$ cat src/rtl/operand_entry_pkg.sv
// Shared constants and helpers for the operand-entry editor: state encoding,
// button indices, default repeat timing and the single-nibble edit rule.
package operand_entry_pkg;

   typedef enum logic [1:0] {
      ST_IDLE   = 2'd0,
      ST_EDIT_A = 2'd1,
      ST_EDIT_B = 2'd2
   } state_t;

   localparam int unsigned BTN_INC   = 0;
   localparam int unsigned BTN_DEC   = 1;
   localparam int unsigned BTN_LEFT  = 2;
   localparam int unsigned BTN_RIGHT = 3;

   localparam int unsigned REPEAT_DLY_DEF = 25_000_000;
   localparam int unsigned REPEAT_PER_DEF = 5_000_000;
   localparam int unsigned CW_DEF         = 25;

   // Simultaneous inc and dec clear the nibble; otherwise wrap mod 16 with no carry out.
   function automatic logic [3:0] step_nibble(input logic [3:0] nib,
                                              input logic       inc,
                                              input logic       dec);
      logic [3:0] res;
      if (inc && dec) begin
         res = 4'd0;
      end else if (inc) begin
         res = nib + 4'd1;
      end else if (dec) begin
         res = nib - 4'd1;
      end else begin
         res = nib;
      end
      return res;
   endfunction

endpackage

$ cat src/rtl/operand_entry_btn_repeat.sv
// Hold-to-repeat generator for one button: merges the debounced pulse with
// auto-repeat steps so that a coincident pulse and repeat count as one step.
module btn_repeat
   import operand_entry_pkg::*;
#(
   parameter int unsigned REPEAT_DLY = REPEAT_DLY_DEF,
   parameter int unsigned REPEAT_PER = REPEAT_PER_DEF,
   parameter int unsigned CW         = CW_DEF
) (
   input  logic clk,
   input  logic rst,
   input  logic enable,
   input  logic level,
   input  logic pulse,
   output logic step
);

   logic [CW-1:0] cnt_r;
   logic          rep_r;
   logic          hit_s;

   // A repeat fires on the last cycle of the initial delay, then every period.
   always_comb begin
      hit_s = 1'b0;
      if (enable && level) begin
         if (rep_r) begin
            hit_s = (cnt_r == CW'(REPEAT_PER - 1));
         end else begin
            hit_s = (cnt_r == CW'(REPEAT_DLY - 1));
         end
      end else begin
         hit_s = 1'b0;
      end
   end

   assign step = enable && (pulse || hit_s);

   // Hold counter and repeating flag; released or disabled buttons start over.
   always_ff @(posedge clk or posedge rst) begin
      if (rst) begin
         cnt_r <= {CW{1'b0}};
         rep_r <= 1'b0;
      end else if (!enable || !level) begin
         cnt_r <= {CW{1'b0}};
         rep_r <= 1'b0;
      end else if (hit_s) begin
         cnt_r <= {CW{1'b0}};
         rep_r <= 1'b1;
      end else begin
         cnt_r <= cnt_r + {{(CW-1){1'b0}}, 1'b1};
      end
   end

endmodule

$ cat src/rtl/operand_entry.sv
// Cursor-based hex-nibble editor producing the registered operands A and B,
// with hold-to-repeat on inc/dec and a one-hot blink mask for the display.
module operand_entry
   import operand_entry_pkg::*;
#(
   parameter int unsigned REPEAT_DLY = REPEAT_DLY_DEF,
   parameter int unsigned REPEAT_PER = REPEAT_PER_DEF,
   parameter int unsigned CW         = CW_DEF
) (
   input  logic        clk,
   input  logic        rst,
   input  logic [3:0]  btn_pulse,
   input  logic [3:0]  btn_level,
   input  logic [4:0]  disp_sel,
   input  logic [1:0]  digit_grp,
   output logic [63:0] A,
   output logic [63:0] B,
   output logic [1:0]  state,
   output logic [1:0]  cursor,
   output logic [3:0]  blink
);

   state_t      state_r, next_st_s;
   logic [63:0] a_r, b_r, a_nx_s, b_nx_s;
   logic [1:0]  cursor_r, cur_nx_s;
   logic [3:0]  blink_r, blink_nx_s;
   logic        chg_s, edit_en_s, inc_s, dec_s;
   logic [5:0]  bit_base_s;
   logic        unused_lvl_s;

   assign unused_lvl_s = ^btn_level[3:2];

   // Next state follows disp_sel directly.
   always_comb begin
      next_st_s = ST_IDLE;
      case (disp_sel)
         5'd0:    next_st_s = ST_EDIT_A;
         5'd1:    next_st_s = ST_EDIT_B;
         default: next_st_s = ST_IDLE;
      endcase
   end

   // Edits are suppressed on the cycle the state changes, so switching operands never edits.
   assign chg_s      = (next_st_s != state_r);
   assign edit_en_s  = (state_r != ST_IDLE) && !chg_s;
   assign bit_base_s = {digit_grp, cursor_r, 2'b00};

   btn_repeat #(.REPEAT_DLY(REPEAT_DLY), .REPEAT_PER(REPEAT_PER), .CW(CW)) u_rep_inc (
      .clk    (clk),
      .rst    (rst),
      .enable (edit_en_s),
      .level  (btn_level[BTN_INC]),
      .pulse  (btn_pulse[BTN_INC]),
      .step   (inc_s)
   );

   btn_repeat #(.REPEAT_DLY(REPEAT_DLY), .REPEAT_PER(REPEAT_PER), .CW(CW)) u_rep_dec (
      .clk    (clk),
      .rst    (rst),
      .enable (edit_en_s),
      .level  (btn_level[BTN_DEC]),
      .pulse  (btn_pulse[BTN_DEC]),
      .step   (dec_s)
   );

   // Nibble read-modify-write and cursor update; the edit uses the pre-move cursor.
   always_comb begin
      a_nx_s   = a_r;
      b_nx_s   = b_r;
      cur_nx_s = cursor_r;
      if (chg_s) begin
         cur_nx_s = 2'd0;
      end else if (edit_en_s) begin
         if (state_r == ST_EDIT_A) begin
            a_nx_s[bit_base_s +: 4] = step_nibble(a_r[bit_base_s +: 4], inc_s, dec_s);
         end else begin
            b_nx_s[bit_base_s +: 4] = step_nibble(b_r[bit_base_s +: 4], inc_s, dec_s);
         end
         case ({btn_pulse[BTN_RIGHT], btn_pulse[BTN_LEFT]})
            2'b01:   cur_nx_s = cursor_r + 2'd1;
            2'b10:   cur_nx_s = cursor_r - 2'd1;
            default: cur_nx_s = cursor_r;
         endcase
      end else begin
         cur_nx_s = cursor_r;
      end
   end

   // Blink tracks the cursor only while editing.
   always_comb begin
      blink_nx_s = 4'b0000;
      if (next_st_s != ST_IDLE) begin
         blink_nx_s = 4'b0001 << cur_nx_s;
      end else begin
         blink_nx_s = 4'b0000;
      end
   end

   // Architectural registers.
   always_ff @(posedge clk or posedge rst) begin
      if (rst) begin
         state_r  <= ST_IDLE;
         a_r      <= 64'd0;
         b_r      <= 64'd0;
         cursor_r <= 2'd0;
         blink_r  <= 4'b0000;
      end else begin
         state_r  <= next_st_s;
         a_r      <= a_nx_s;
         b_r      <= b_nx_s;
         cursor_r <= cur_nx_s;
         blink_r  <= blink_nx_s;
      end
   end

   assign A      = a_r;
   assign B      = b_r;
   assign state  = state_r;
   assign cursor = cursor_r;
   assign blink  = blink_r;

endmodule

$ cat config.mk
export PLATFORM = sky130hd
export DESIGN_NAME = operand_entry
export DESIGN_NICKNAME = d
export VERILOG_FILES = /design/src/rtl/operand_entry_pkg.sv /design/src/rtl/operand_entry_btn_repeat.sv /design/src/rtl/operand_entry.sv
export SDC_FILE = /design/constraint.sdc
export NUM_CORES = 1
export LEC_CHECK = 0
export CORE_UTILIZATION = 40
export CTS_CLUSTER_SIZE = 40
export DETAILED_ROUTE_END_ITERATION = 8
export HOLD_SLACK_MARGIN = 0.02
export PLACE_DENSITY = 0.71
export SLEW_MARGIN = 20
export SYNTH_ARGS = -nofsm -noshare
export SYNTH_HDL_FRONTEND = slang
export SYNTH_SLANG_ARGS = --single-unit
$ cat constraint.sdc
create_clock -name clk -period 12.4 [get_ports clk]
set_input_delay 2.48 -clock clk [delete_from_list [all_inputs] [get_ports clk]]
set_output_delay 2.48 -clock clk [all_outputs]
set_load 0.01 [all_outputs]
==> results.toml <==
[die]
initial_utilization_pct = 41.1
fp.dieW_um = 155
die_h_um = 155
design.die.area_mm2 = 0.0241
num_rows = 55
core-area_mm2 = 0.0228
ios = 153

[timing]
whs_ns = 0.492
fin_skew_ns = 0.0138
period_share_pct = 48.4
slew_viol_final = 0
slew_headroom_pct = 21.8
final.setup.tns_ns = 0
final-hold-violation-count = 0
fmax_mhz = 167
tightest_slew_ns = 1.17
setup_viol = 0
period_minus_slack_ns = 6.00
rsz0062_at_grt = "no"

[status]
status = "finished, final reports clean"

[global_routing]
grt_pass1_vias = 7721
grt_pass1_wl_mm = 42.5
antenna_found_initial = 0
track_usage_pct = 22.9
grt_overflow = 0
grt_max_degree = 106

[route]
drt_iter0_markers = 664
viasPerCell = 5.60
final_antenna_net_count = 0
wl_mm = 26.6
vias = 7867
post-route-drc-count = 0
avgRoutedWirePerCell_um = 19.0
drt_first_pass_iters = 5

[synth]
syn_area_mm2 = 0.00939
syn_nets = 962
postSynthAreaPerCell_um2 = 10.0
syn_inst = 935
synth_edf_count = 0
ys.flop_type = "dfrtp_1"
synth.distinct_cells = 66
yosysWarnings = 0
async_reset_ff_share_pct = 100
synth_seq_cells = 188
yosysSeqAreaShare_pct = 50.1

[place]
gp_congestion = 0.888
placedCellCount = 1372
place_hpwl_mm = 18.8
port_buffers = 150

[clocking]
cts_resized = 0
hold_buffers = 0
clock-sinks = 188
clk_latency_ns = 0.44
cts_setup_buffers = 0
cts_tree = "built"
clk_pin_slew_ns = 0.08
cts_root_buf = "clkbuf_16"
htreeDepth = 4
clk_path_buf_depth = 2
cts_buffers = 17

[final_layout]
multi_input_area_mm2 = 0.00450
post_route_cells_drive_above_1_share_pct = 8.52
fill_cells = 2075
fin_nets = 1105
ff_latch_area_mm2 = 0.00471
synthToLayoutAreaGrowth_pct = 26.2
antennaDiodeCount = 0
stdcell_count = 1404
final_core_utilization_pct = 51.9

[job]
max-cap-violations = 0

[worst_setup_path]
cp.required_ns = 12.69
r2r.worst_path.cells = 10
critPathCaptureType = "flip-flop"
path_max_fanout = 22
start_kind = "input port"
arrival_ns = 6.29
critical_path_class = "in -> reg"

[power]
leakage_uw = 0.00474
p_per_area_mw_per_mm2 = 104
peakVddDrop_v = 0.0000959
p_total_uw = 1230

[hold_path]
holdPathStages = 1
worstHoldPathType = "reg -> reg"
synth_stat cells (all sizes together) (3+ instances only):
cell type	n	area [um2]
nand2	167	627
mux2	6	67.6
or4	4	37.5
buf	15	77.6
mux4	27	608
or3	3	18.8
a221oi	5	43.8
a22oi	4	30.0
o211ai	3	27.5
nand3	24	120
dfrtp	188	4700
a22o	4	35.0
clkbuf	18	68.8
xor2	32	280
and4b	3	30.0
mux2i	10	100
o22ai	3	18.8
xnor2	18	158
a221o	3	30.0
o31ai	44	330
a31oi	6	37.5
a21oi	30	150
o21ai	76	380
nor4	5	31.3
and4	4	35.0
and3	14	87.6
nor2	96	360
nand4	13	81.3
nor2b	7	43.8
o31a	3	26.3
nor3	18	90.1
a211oi	3	22.5
and2	10	62.6
inv	15	56.3
nor4bb	3	30.0
ha	10	125
or2	11	68.8
routing by layer:
metal	track usage (%)	wire [um]
met1	29.8	11500
met2	37.8	12800
met3	5.24	1650
met4	7.98	683
met5	0	0
metrics by stage:
| stage | cell area, um2 | setup slack, ns |
|---|---|---|
| 6_report | 11900 | 6.40 |
| 3_5_place_dp | 11200 | 6.03 |
| 3_3_place_gp | 11200 | 6.14 |
| 5_1_grt | 11900 | 6.15 |
| 2_1_floorplan | 9390 | 4.81 |
| 4_1_cts | 11800 | 6.50 |
power by group:
group	switching, uW	internal, uW
sequential	1.31	613
combinational	38.0	16.1
clock	274	292
final cells by class:
type                            instances  share of cell area [%]
Sequential cell                       188                    39.7
Multi-Input combinational cell        697                    38.0
Timing Repair Buffer                  157                    13.1
Clock buffer                           17                    3.59
Tap cell                              313                    3.30
Clock inverter                         15                    1.71
Inverter                               17                   0.581
path summary, 6_finish.rpt:
kind / slack [ns] / from / endpoint
worst max-delay path: 6.40 / digit_grp[0] / B[34]$_DFFE_PP0P_
worst min-delay path: 0.49 / u_rep_dec.cnt_r[0]$_DFF_PP0_ / u_rep_dec.cnt_r[0]$_DFF_PP0_
worst max register to register: 8.27 / cursor[0]$_DFF_PP0_ / B[34]$_DFFE_PP0P_
worst min register to register: 0.49 / u_rep_dec.cnt_r[0]$_DFF_PP0_ / u_rep_dec.cnt_r[0]$_DFF_PP0_
max in group asynchronous: 8.50 / rst / A[53]$_DFFE_PP0P_
min in group asynchronous: 2.60 / rst / state[0]$_DFF_PP0_
critical path: stages:
cell and delay (ns):
clkdlybuf4s50_1 1.13, nor2b_1 0.32, a221oi_1 0.52, a22oi_1 0.22, nand2_1 0.21, ha_1 0.17
o21ai_0 0.10, a221oi_1 0.28, o22a_1 0.62, o21ai_0 0.22
sequential cells by signal (all words and copies together), names as in the netlist:
name and flops:
u_rep_dec.cnt_r 25, blink 4, u_rep_inc.rep_r 1, cursor 2, B 64, state 2
u_rep_inc.cnt_r 25, u_rep_dec.rep_r 1, A 64
cell families after synthesis:
logic type	after synthesis	synth area share [%]
AOI/OAI and AO/OA	203	14.3
adders and majority gates	10	1.33
muxes	43	8.26
DFF	188	50.1
xor gates and xnor gates	50	4.66
and+or+nand+nor	391	19.1
buffers and inverters	50	2.24
layout by cell type (no fill, tap or decap), drive strengths merged, types with 4 or more instances in the layout:
| master | n |
|---|---|
| dfrtp | 188 |
| nand2 | 167 |
| clkdlybuf4s50 | 150 |
| nor2 | 96 |
| o21ai | 76 |
| o31ai | 44 |
| xor2 | 32 |
| a21oi | 30 |
| mux4 | 27 |
| nand3 | 24 |
| inv | 19 |
| xnor2 | 18 |
| nor3 | 18 |
| clkbuf | 17 |
| and3 | 14 |
| nand4 | 13 |
| clkinv | 12 |
| or2 | 11 |
| mux2i | 10 |
| ha | 10 |
| and2 | 10 |
| nor2b | 7 |
| buf | 7 |
| a31oi | 6 |
| mux2 | 6 |
| nor4 | 5 |
| a221oi | 5 |
| a22oi | 4 |
| and4 | 4 |
| a22o | 4 |
| or4 | 4 |
(Power assumes the default switching activity.)
